$ cat config.mk
export PLATFORM = sky130hd
export DESIGN_NAME = data_mem_responder
export DESIGN_NICKNAME = d
export VERILOG_FILES = /design/src/rtl/data_mem_responder.sv
export SDC_FILE = /design/constraint.sdc
export NUM_CORES = 2
export LEC_CHECK = 0
export CAP_MARGIN = 0
export CORE_MARGIN = 2
export CORE_UTILIZATION = 65
export CTS_BUF_LIST = sky130_fd_sc_hd__clkbuf_4
export DETAILED_ROUTE_END_ITERATION = 12
export PLACE_DENSITY = 0.82
export SLEW_MARGIN = 20
export SYNTH_ARGS = -nofsm -noshare
export SYNTH_HDL_FRONTEND = slang
export SYNTH_SLANG_ARGS = --single-unit
$ cat constraint.sdc
create_clock -name clk -period 5.64 [get_ports clk]
set_clock_uncertainty 0.2 [all_clocks]
set_input_delay 1.128 -clock clk [delete_from_list [all_inputs] [get_ports clk]]
set_output_delay 1.128 -clock clk [all_outputs]
set_load 0.01 [all_outputs]
$ cat src/rtl/data_mem_responder.sv
// Data-memory responder for the single-cycle CPU: word RAM plus an MMIO window
// with an LED register, a free-running cycle counter and a byte TX FIFO.
module data_mem_responder #(
  parameter int unsigned DEPTH      = 64,
  parameter int unsigned FIFO_DEPTH = 4
) (
  input  logic        clk,
  input  logic        reset,
  input  logic        MemWrite,
  input  logic [31:0] ALUResult,
  input  logic [31:0] WriteData,
  output logic [31:0] ReadData,
  output logic [7:0]  leds,
  output logic [7:0]  tx_data,
  output logic        tx_valid,
  input  logic        tx_ready
);

  localparam int unsigned AW = $clog2(DEPTH);
  localparam int unsigned PW = $clog2(FIFO_DEPTH);
  localparam int unsigned CW = $clog2(FIFO_DEPTH + 1);

  typedef enum logic [2:0] {
    SEL_NONE,
    SEL_RAM,
    SEL_LEDS,
    SEL_CYCLES,
    SEL_TXDATA,
    SEL_STATUS
  } sel_e;

  sel_e          sel;
  logic [31:0]   mem [DEPTH];
  logic [7:0]    fifo [FIFO_DEPTH];
  logic [PW-1:0] rd_ptr;
  logic [PW-1:0] wr_ptr;
  logic [CW-1:0] count;
  logic [31:0]   cycles;
  logic          overflow;
  logic          full;
  logic          push;
  logic          pop;
  logic          accept;
  logic          unused_addr_lsbs;

  // Byte offset within a word is irrelevant: every access is a full word.
  assign unused_addr_lsbs = ^ALUResult[1:0];

  // MMIO decode takes priority so a 1024-word RAM cannot shadow the I/O window.
  always_comb begin
    sel = SEL_NONE;
    case (ALUResult[31:2])
      30'h100: sel = SEL_LEDS;
      30'h101: sel = SEL_CYCLES;
      30'h102: sel = SEL_TXDATA;
      30'h103: sel = SEL_STATUS;
      default: if (ALUResult[31:AW+2] == '0) sel = SEL_RAM;
    endcase
  end

  assign full     = (count == CW'(FIFO_DEPTH));
  assign tx_valid = (count != '0);
  assign tx_data  = fifo[rd_ptr];
  assign push     = MemWrite && (sel == SEL_TXDATA);
  assign pop      = tx_valid && tx_ready;
  // A full FIFO still takes a push when the head leaves on the same edge.
  assign accept   = push && (!full || pop);

  always_comb begin
    ReadData = '0;
    case (sel)
      SEL_RAM:    ReadData = mem[ALUResult[AW+1:2]];
      SEL_LEDS:   ReadData = {24'b0, leds};
      SEL_CYCLES: ReadData = cycles;
      SEL_STATUS: ReadData = {24'b0, overflow, 5'(count), full, ~tx_valid};
      default:    ReadData = '0;
    endcase
  end

  always_ff @(posedge clk) begin
    if (MemWrite && (sel == SEL_RAM)) mem[ALUResult[AW+1:2]] <= WriteData;
  end

  always_ff @(posedge clk) begin
    if (accept) fifo[wr_ptr] <= WriteData[7:0];
  end

  always_ff @(posedge clk or posedge reset) begin
    if (reset) begin
      leds   <= '0;
      cycles <= '0;
    end else begin
      if (MemWrite && (sel == SEL_LEDS)) leds <= WriteData[7:0];
      if (MemWrite && (sel == SEL_CYCLES)) cycles <= '0;
      else                                 cycles <= cycles + 32'd1;
    end
  end

  always_ff @(posedge clk or posedge reset) begin
    if (reset) begin
      rd_ptr   <= '0;
      wr_ptr   <= '0;
      count    <= '0;
      overflow <= 1'b0;
    end else begin
      if (accept) wr_ptr <= wr_ptr + PW'(1);
      if (pop)    rd_ptr <= rd_ptr + PW'(1);
      case ({accept, pop})
        2'b10:   count <= count + CW'(1);
        2'b01:   count <= count - CW'(1);
        default: count <= count;
      endcase
      if (push && full && !pop)
        overflow <= 1'b1;
      else if (MemWrite && (sel == SEL_STATUS) && WriteData[7])
        overflow <= 1'b0;
    end
  end

endmodule

==> impl_results.md <==
- Post-synthesis adder-cell area fraction: 0.116%
- Setup crit end kind: output port
- Leakage: 30.9 nW
- Worst endpoint required time: 4.31 ns
- Clock transition at path regs: 0.07 ns
- Initial antenna violation count: 5
- Final Non-Filler Cells: 6434
- Vias in the first global route: 45.1k
- CP arrival: 4.23 ns
- DRT antenna net count: 0
- Max_slew headroom: 15.8%
- Run status: finished, final reports clean
- Chip Height: 359 um
- Residual DRC count: 0
- Average cell area after synthesis: 22.2 sq um
- Crit-path cells: clkdlybuf4s50_1, nor4_2, and4_1, nand3_2, or2_4, buf_12, buf_12, nor4_1, buf_4, a32o_1, clkdlybuf4s50_1
- CP Launch Type: input pin
- Synth warn: 0
- Die area: 129000 sq um
- Setup TNS: 0 ns
- Initial DRC Count: 6261
- Wire length per cell: 32.8 um
- Port Buffer Count: 114
- Vias per inst: 6.87
- Top-area cell type share of the netlist area: 76.1%
- Post-synth ARST share: 2.26%
- Post-synth net total: 3780
- Setup Crit Path Kind: in2out
- Biggest area contributors in the synthesized netlist: edfxtp_1 (76%), mux4_2 (13%), mux2i_1 (2.4%), dfrtp_1 (1.5%), nor2_1 (0.63%)
- Synth cell count leaders: edfxtp_1 (2080), mux4_2 (487), mux2i_1 (199)
- Count leader, synth: edfxtp_1
- Clock Sinks: 2128
- Peak Freq: 180 MHz
- Area Growth Syn to Fin: 14.8%
- Distinct cells, synth: 56
- Worst VDD drop: 0.000300 V
- Total Wirelength: 211 mm
- Detailed-route via count: 44.2k
- Fin. Hold Viols: 0
- Post-Syn Area: 82100 sq um
- Postcts setup bufs: 0
- Most common flop cell mapped by yosys: edfxtp_1
- Dpl hpwl: 122 mm
- Floorplan row count: 130
- CP Max Fanout: 18
- H-tree Lvls: 6
- Largest net degree at the start of global routing: 70
- First-pass GRT wire length: 303 mm
- Max Root-Sink Buffers: 4
- Sequential element share of the synthesized area: 77.5%
- Yosys top cell by area: edfxtp_1
- Layout Utilization: 75.2%
- Pwr/cell area: 335 nW/um^2
- Fillers: 6355
- Final setup violating endpoints: 0
- Tmin final: 5.56 ns
- DIE WIDTH: 359 um
- Root buf cell: clkbuf_4
- Max-Cap Viols: 0
- Layout net count: 4502
- Multiplexer share of the synthesized area: 16.0%
- RSZ-0062 raised after global routing: false
- XOR/XNOR Fraction of Synth Area: 0.384%
- Fin crit share: 98.6%
- RePlAce Congestion: 0.898
- Worst skew pair latency: 1.36 ns
- Placed instance count: 5538
- Largest family of logic cells by synthesized area: multiplexers
- Worst slew pin tran: 1.25 ns
- Crit-path slowest cell: clkdlybuf4s50_1
- Core area: 125000 sq um
- Post-synth EDFFs: 2080
- Share of cells above drive strength 1: 35.7%
- Final-report max-slew violation count: 0
- GRT Resource Usage Total: 33.1%
- Simple-gate share of the synthesized area: 1.87%
- CP bufs+invs: 5
- Starting Density: 65.5%
- Hold WC Path Type: in2reg
- CTS buffer count: 534
- Seq cells post-synth: 2128
- Post-synthesis compound-gate area fraction: 2.64%
- Max incr delay on CP: 0.58 ns
- Delay-heaviest family, CP: buffers and inverters
- DR pass1 iterations: 6
- Io pins: 117
- Gate Count Post-Synth: 3705
- Grt ovf: 0
- CTS tree: done
power by group:
group          internal, mW  total [mW]  switching (mW)
clock network          6.60        12.5            5.93
logic                 0.690        1.64           0.950
registers              17.4        17.4          0.0429
per-layer routing:
metal	up-vias	GRT usage, %	part of all wire [%]
met5	-	0	0.011
met4	4	17.6	5.3
met3	561	8.87	14
met2	3948	49.7	47
met1	22200	45.3	33
li1	17500	-	-
sequential cells by signal (all words and copies together), names as in the netlist:
register,flops
overflow,1
mem,2048
leds,8
cycles,32
fifo,32
count,3
rd_ptr,2
wr_ptr,2
cells by family (layout without fill, tap and decap cells):
kind of cell | Yosys count | after routing
AO/OA/AOI/OAI | 302 | 302
XOR/XNOR | 36 | 36
adder cells (fa/ha/maj) | 7 | 7
buffers and inverters | 223 | 1297
flip-flops | 2128 | 2128
multiplexers | 697 | 697
other | 0 | 5
AND/OR/NAND/NOR | 312 | 312
cell type report:
cell class,count,area [sq um],share of cell area [%]
Sequential cell,2128,63700,67.5
Clock buffer,761,5710,6.06
Antenna cell,5,12.5,0.0133
Clock inverter,127,741,0.786
Tap cell,1650,2060,2.19
Timing Repair Buffer,397,4240,4.50
Inverter,12,46.3,0.0491
Multi-Input combinational cell,1354,17800,18.9
cell usage in the layout, fill, tap and decap left out, drive strengths merged, types with 6 or more instances in the layout:
master            n
mux2i           199
xnor2            15
ha                6
a22oi            62
edfxtp         2080
o21ai            66
xor2             21
a32o             29
nor4             37
buf             318
clkinv          102
nand2            29
mux2             10
bufinv            9
a221oi           59
nand3            17
mux4            488
nor2b            39
nor3              7
nand4             8
clkdlybuf4s50    78
dfrtp            48
a211oi           33
nor2            139
o22ai             6
inv              26
and2             12
clkbuf          761
a21oi            31
final timing paths:
| kind | from | cells past startpoint | slack [ns] | to |
|---|---|---|---|---|
| worst max-delay path | ALUResult[22] | 11 | 0.08 | ReadData[27] |
| worst min-delay path | WriteData[8] | 1 | 0.04 | mem[11][8] |
| worst max register to register | cycles[5] | 6 | 2.24 | cycles[25] |
| worst min register to register | overflow | 1 | 0.31 | overflow |
| max in group asynchronous | reset | 2 | 4.51 | cycles[28] |
| min in group asynchronous | reset | 2 | 0.12 | rd_ptr[0] |
through the flow:
stage               hold WS, ns  area, sq um  power, mW  setup WS (ns)
floorplan                 0.249        82100       18.6          0.965
global placement          0.260        87600       19.3        0.00716
detailed placement        0.293        87600       19.4        -0.0451
CTS                      0.0259        94100       31.7        0.00445
global route            -0.0101        94300       32.6         0.0447
finish                   0.0358        94300       31.6         0.0780
timing repair:
item,in CTS,in global routing
endpoints found under the setup margin,2,18
endpoints found under the hold margin,0,11
resized for setup,2,10
hold buffers,0,1
No activity file was read; power rests on OpenSTA's default activity.
